## config.mk

```make
export PLATFORM = sky130hd
export DESIGN_NAME = audio_out_stage_flat
export DESIGN_NICKNAME = d
export VERILOG_FILES = /design/src/rtl/audio_out_if.sv /design/src/rtl/audio_out_stage.sv /design/src/flat_wrapper.sv
export SDC_FILE = /design/constraint.sdc
export NUM_CORES = 1
export LEC_CHECK = 0
export CORE_UTILIZATION = 50
export DETAILED_ROUTE_END_ITERATION = 7
export PLACE_DENSITY = 0.7
export SYNTH_ARGS = -nofsm -noshare
export SYNTH_HDL_FRONTEND = slang
export SYNTH_SLANG_ARGS = --single-unit
export TNS_END_PERCENT = 30
```

## constraint.sdc

```tcl
create_clock -name clock -period 3.8 [get_ports clock]
set_input_delay 0.57 -clock clock [delete_from_list [all_inputs] [get_ports clock]]
set_output_delay 0.57 -clock clock [all_outputs]
set_load 0.01 [all_outputs]
```

## src/rtl/audio_out_if.sv

```systemverilog
// Sample/control/output bundle between the sound generator, the output stage and the pin.
interface audio_out_if;
    logic       sample_ena;
    logic [3:0] sample;
    logic       enable;
    logic       pdm_out;
    logic [7:0] level;
    logic       muted;

    modport master (output sample_ena, sample, enable, input pdm_out, level, muted);
    modport slave  (input sample_ena, sample, enable, output pdm_out, level, muted);
endinterface

```

## src/rtl/audio_out_stage.sv

```systemverilog
// Sample latch, faded master volume and first-order sigma-delta PDM output.
module audio_out_stage #(
    parameter int FADE_STEP_SAMPLES = 64
) (
    input  logic        clock,
    input  logic        reset,
    audio_out_if.slave  bus
);
    localparam int FW = $clog2(FADE_STEP_SAMPLES);
    localparam logic [FW-1:0] STEP_LAST = FW'(FADE_STEP_SAMPLES - 1);

    typedef enum logic [1:0] {MUTED, FADE_IN, PLAY, FADE_OUT} state_t;

    state_t        state;
    logic [3:0]    cur;
    logic [3:0]    vol;
    logic [FW-1:0] fc;
    logic [7:0]    acc;
    logic [7:0]    level;
    logic          pdm;
    logic          muted;
    logic          step;
    logic [8:0]    sum;

    assign step = bus.sample_ena && (fc == STEP_LAST);
    assign sum  = {1'b0, acc} + {1'b0, level};

    assign bus.level   = level;
    assign bus.pdm_out = pdm;
    assign bus.muted   = muted;

    always_ff @(posedge clock) begin
        if (reset) begin
            state <= MUTED;
            cur   <= 4'd0;
            vol   <= 4'd0;
            fc    <= '0;
            acc   <= 8'd0;
            level <= 8'd0;
            pdm   <= 1'b0;
            muted <= 1'b1;
        end else begin
            if (bus.sample_ena)
                cur <= bus.sample;
            level <= {4'd0, cur} * {4'd0, vol};
            acc   <= sum[7:0];
            pdm   <= sum[8];

            // An enable reversal wins over a coincident step: direction flips, vol holds.
            case (state)
                MUTED: begin
                    if (bus.enable) begin
                        state <= FADE_IN;
                        muted <= 1'b0;
                        fc    <= '0;
                    end
                end
                FADE_IN: begin
                    if (!bus.enable) begin
                        state <= FADE_OUT;
                        fc    <= '0;
                    end else if (step) begin
                        fc <= '0;
                        if (vol >= 4'd14) begin
                            vol   <= 4'd15;
                            state <= PLAY;
                        end else begin
                            vol <= vol + 4'd1;
                        end
                    end else if (bus.sample_ena) begin
                        fc <= fc + 1'b1;
                    end
                end
                PLAY: begin
                    if (!bus.enable) begin
                        state <= FADE_OUT;
                        fc    <= '0;
                    end
                end
                FADE_OUT: begin
                    if (bus.enable) begin
                        state <= FADE_IN;
                        fc    <= '0;
                    end else if (step) begin
                        fc <= '0;
                        if (vol <= 4'd1) begin
                            vol   <= 4'd0;
                            state <= MUTED;
                            muted <= 1'b1;
                        end else begin
                            vol <= vol - 4'd1;
                        end
                    end else if (bus.sample_ena) begin
                        fc <= fc + 1'b1;
                    end
                end
                default: begin
                    state <= MUTED;
                    muted <= 1'b1;
                end
            endcase
        end
    end
endmodule

```

## src/flat_wrapper.sv

```systemverilog
// flat-port wrapper written by rule: the top's interface ports become plain ports
module audio_out_stage_flat 
#(
    parameter int FADE_STEP_SAMPLES = 64
)
  (clock, reset, bus_sample_ena, bus_sample, bus_enable, bus_pdm_out, bus_level, bus_muted);
  audio_out_if bus_i ();
  input  logic clock;
  input  logic reset;
  input wire logic [$bits(bus_i.sample_ena)-1:0] bus_sample_ena;
  input wire logic [$bits(bus_i.sample)-1:0] bus_sample;
  input wire logic [$bits(bus_i.enable)-1:0] bus_enable;
  output wire logic [$bits(bus_i.pdm_out)-1:0] bus_pdm_out;
  output wire logic [$bits(bus_i.level)-1:0] bus_level;
  output wire logic [$bits(bus_i.muted)-1:0] bus_muted;
  assign bus_i.sample_ena = bus_sample_ena;
  assign bus_i.sample = bus_sample;
  assign bus_i.enable = bus_enable;
  assign bus_pdm_out = bus_i.pdm_out;
  assign bus_level = bus_i.level;
  assign bus_muted = bus_i.muted;
  audio_out_stage #(.FADE_STEP_SAMPLES(FADE_STEP_SAMPLES)) u_core (.clock(clock), .reset(reset), .bus(bus_i));
endmodule
```

# [After elaboration in Yosys (flattened, before gate mapping)]
# Cells that the tools add are included.
[word_totals] register_bits=34 output_inout_bits=10
[op_classes] n_addsub=4 n_mul=1 n_lt_le_gt_ge=2 n_eq_ne=15 mux=28 n_reduce_logical=8
[op_table] op="two-way mux 6 bit" n=6
[op_table] op="two-way mux 4 bit" n=6
[op_table] op="one-hot mux 6 bit (4 select lines)" n=1
[op_table] op="two-way mux 2 bit" n=8
[op_table] op="inequality test 3 x 2 -> 1 bit (second input constant)" n=4
[op_table] op="AND reduction 5 bit" n=2
[op_table] op="adder 8 x 8 -> 9 bit" n=1
[op_table] op="multiplier 4 x 4 -> 8 bit" n=1
[op_table] op="inequality test 2 bit (second input constant)" n=4
[op_table] op="one-hot mux 2 bit (4 select lines)" n=1
[op_table] op="one-hot mux 4 bit (2 select lines)" n=1
[op_table] op="adder 6 x 1 -> 6 bit (second input constant)" n=1
[op_table] op="== test 6 bit (second input constant)" n=1
[op_table] op="inequality test 2 x 1 -> 1 bit (second input constant)" n=3
[op_table] op="AND reduction 6 bit" n=1
[op_table] op="adder 4 x 1 -> 4 bit (second input constant)" n=1
[op_table] op="== test 2 bit (second input constant)" n=2
[op_table] op="greater-or-equal comparator 4 bit (second input constant)" n=1
[op_table] op="<= comparator 4 x 1 -> 1 bit (second input constant)" n=1
[op_table] op="two-way mux 1 bit" n=4
[op_table] op="nonzero test 2 bit" n=2
[op_table] op="subtractor 4 x 1 -> 4 bit (second input constant)" n=1
[op_table] op="== test 2 x 1 -> 1 bit (second input constant)" n=1
[op_table] op="logical NOT 2 bit" n=1
[op_table] op="other kinds (3)" n=3

# [Depth between registers and ports, before layout]
[logic_depth] word_depth=5 depth_mapped=10 mapped_depth_nobuf=9

# [Least setup slack after synthesis]
# No wires, ideal clock.
[synth_path] kind="reg2reg" start="register u_core.vol[3]" end="register u_core.level[6], in the netlist u_core.bus.level[6]" setup_time_ns=0.128 t_arrival_ns=2.600 required_ns=3.672 slack_ns=1.072 stages_incl_launch_ff=11 n_path_buf=1 period_less_slack_ns=2.728 cell_sequence="dfxtp_1 buf_4 nand2_1 fa_1 inv_1 fa_1 fa_1 a21o_1 a21oi_1 xor2_1 nor2_1"
[synth_between] elab_chain_cells=1
[synth_lines] element="start: declaration" line="audio_out_stage.sv:16" source="logic [3:0] vol;"
[synth_lines] element="start signal: assignment" line="audio_out_stage.sv:68" source="vol <= vol + 4'd1;"
[synth_lines] element="start signal: assignment" line="audio_out_stage.sv:91" source="vol <= vol - 4'd1;"
[synth_lines] element="multiplier 4 x 4 -> 8 bit" line="audio_out_stage.sv:45" source="level <= {4'd0, cur} * {4'd0, vol};"
[synth_lines] element="end signal: assignment" line="audio_out_stage.sv:45"
[synth_lines] element="end: declaration" line="audio_out_stage.sv:19" source="logic [7:0] level;"
# No other way between the ends.
# A chain may end at the register's enable or synchronous reset.

# [Worst setup path in the final report]
# Ends and elaborated chain as after synthesis.

==> out/metrics.yaml <==
period_share_pct: 77.5
ys_warn_count: 0
track_usage_pct: 19.0
rows: 24
end_kind: "flop"
ioPinCount: 18
timing.rr.end: "u_core.bus.level[6]"
htree_levels: 2
dieArea_mm2: 0.00482
synth.most_common_cell: "dfxtp_1"
synth_flop_cell: "dfxtp_1"
wl_per_cell_um: 12.6
ctsHoldBuffers: 0
cts_buffer_depth: 2
overflow: 0
ys_seq_area_share_pct: 30.0
insertion_delay_ns: 0.28
synthCells: 250
dr.first_iter.drc_count: 71
antenna_cells: 0
tightest_slew_ns: 0.718
finalHoldViolCount: 0
cts_tree: "done"
fin_tns_setup_ns: 0
gp_congestion: 0.781
port-buffer-count: 17
hp-class: "flop to flop"
slew_headroom_pct: 52.0
cts.sinks: 34
synth_edf_count: 0
critPathMostFrequentCell: "fa_1"
ant_nets: 0
yosys.area.top_type: "dfxtp_1"
setup_viol: 0
p_leak_uw: 0.00114
vdd_drop_max_mv: 0.167
arrival_ns: 3.09
endpoint: "u_core.bus.level[6]"
timing.rr.start: "u_core.vol[3]"
grt_first_pass_wirelength_mm: 7.62
fin_nets: 309
drive_gt1_share_pct: 7.87
numCtsBuffers: 5
yosysTopAreaCellShare_pct: 30.0
ys_top_cells_by_area: "dfxtp_1, ha_1, nor2_1"
yosys_register_bits: 34
synth_cell_types: 53
fin_util_pct: 59.2
fin_worst_skew_ns: 0.00465
status: "completed"
fmax_mhz: 340
synth.avg_cell_area_um2: 9.08
route.detailed.drc: 0
fp.dieH_um: 69.4
initial_utilization_pct: 52.2
synthesis.nets: 293
synthToLayoutAreaGrowth_pct: 13.6
synth_area_mm2: 0.00227
antenna_found_initial: 0
path_cells: "nand2_1 > fa_1 > inv_1 > fa_1 > fa_1 > a21o_1 > a21oi_1 > xor2_1 > nor2_1"
crit_fanout: 11
async_flop_share_pct: 0
cts_setup_buffers: 0
r2r_slack_ns: 0.86
num-fill-cells: 390
required_ns: 3.94
slew_viol_final: 0
grt_max_degree: 20
cpPeakStageDelay_ns: 0.54
worstRegToRegCells: 9
worst_path_max_delay_cell: "fa_1"
period_needed_ns: 2.94
critPathLaunchType: "flop"
drv_cap: 0
dp_hpwl_mm: 3.00
cts-resized-gates: 0
drt_first_pass_iters: 4
grt_pass1_vias: 1691
root_buffer: "clkbuf_8"
routed_wl_mm: 4.02
powerDensity_mw_per_mm2: 354
routed_via_density: 5.42
vias: 1730
cts.clk_slew.worst_paths_ns: 0.07
core_mm2: 0.00435
synthTopCellsByCount: "dfxtp_1, nor2_1, ha_1, inv_1, nand2_1"
worstSetupStartpoint: "u_core.vol[3]"
rsz0062_at_grt: "no"
die_w_um: 69.4
critPathKind: "flop to flop"
stage by stage:
| stage | total power (µW) | instance area [µm²] | setup slack [ns] | std cells | hold WS (ns) |
|---|---|---|---|---|---|
| 6_report | 913 | 2580 | 0.855 | 319 | 0.478 |
| 2_1_floorplan | 562 | 2270 | 1.07 | 250 | 0.439 |
| 3_3_place_gp | 605 | 2470 | 0.910 | 311 | 0.463 |
| 5_1_grt | 970 | 2580 | 0.643 | 319 | 0.516 |
| 4_1_cts | 926 | 2580 | 0.845 | 319 | 0.481 |
| 3_5_place_dp | 609 | 2470 | 0.866 | 311 | 0.466 |
layout by cell type (no fill, tap or decap), types with 9 or more instances in the layout:
cell              n
inv_1            18
ha_1             30
nor2_1           32
nand2_1          11
and2_1           10
clkdlybuf4s50_1  17
dfxtp_1          34
a21oi_1           9
sequential cells by signal, summed over array words and instances, names as in the netlist:
name / count
u_core.cur: 4
u_core.state: 2
u_core.acc: 8
u_core.vol: 4
u_core.bus.pdm_out: 1
u_core.bus.muted: 1
u_core.bus.level: 8
u_core.fc: 6
cells by family (layout without fill, tap and decap cells):
kind of cell             after synthesis  in the layout  share of synthesized area [%]
AO/OA/AOI/OAI                         44             44                           14.5
XOR/XNOR                              10             10                           3.86
adder cells (fa/ha/maj)               35             35                           20.9
buffers and inverters                 27             44                           4.96
flip-flops                            34             34                           30.0
multiplexers                          11             11                           5.18
AND/OR/NAND/NOR                       89             89                           20.6
final cells by class:
cell class / instances / area (µm²) / share of cell area, %
Clock buffer: 8 / 110 / 4.27
Inverter: 18 / 67.6 / 2.62
Multi-Input combinational cell: 189 / 1480 / 57.3
Tap cell: 52 / 65.1 / 2.52
Sequential cell: 34 / 681 / 26.4
Timing Repair Buffer: 18 / 178 / 6.89
how the worst min path moves through the flow:
stage | from | to | slack [ns] | cells past startpoint
after CTS | u_core.cur[0] | u_core.bus.level[0] | 0.48 | 2
final | u_core.cur[0] | u_core.bus.level[0] | 0.48 | 2
after global routing | u_core.cur[0] | u_core.bus.level[0] | 0.52 | 2
after global placement | u_core.fc[1] | u_core.fc[1] | 0.46 | 2
after detailed placement | u_core.cur[0] | u_core.bus.level[0] | 0.47 | 2
after floorplan | u_core.cur[0] | u_core.bus.level[0] | 0.44 | 2
power by group:
group | internal [µW] | switching, µW | leakage, µW | total (µW)
clock network | 183 | 130 | 0.0000575 | 313
logic | 94.9 | 114 | 0.000808 | 209
registers | 375 | 16.9 | 0.000275 | 392
worst max-delay path, delay by kind of cell, from the launching register on:
family / cells / cell delay (ns)
AO/OA/AOI/OAI: 2 / 0.35
XOR/XNOR: 1 / 0.16
adder cells (fa/ha/maj): 3 / 1.54
buffers and inverters: 1 / 0.05
flip-flops: 1 / 0.52
AND/OR/NAND/NOR: 2 / 0.18
routing by layer:
layer | vias to the layer above | routed length (µm) | part of all wire [%] | global-route usage, %
li1 | 904 | - | - | -
met1 | 795 | 2160 | 54 | 26.9
met2 | 25 | 1680 | 42 | 29.0
met3 | 6 | 136 | 3.4 | 4.94
met4 | 0 | 48 | 1.2 | 4.31
met5 | - | 0 | 0 | 0
No activity file was read; power rests on OpenSTA's default activity.
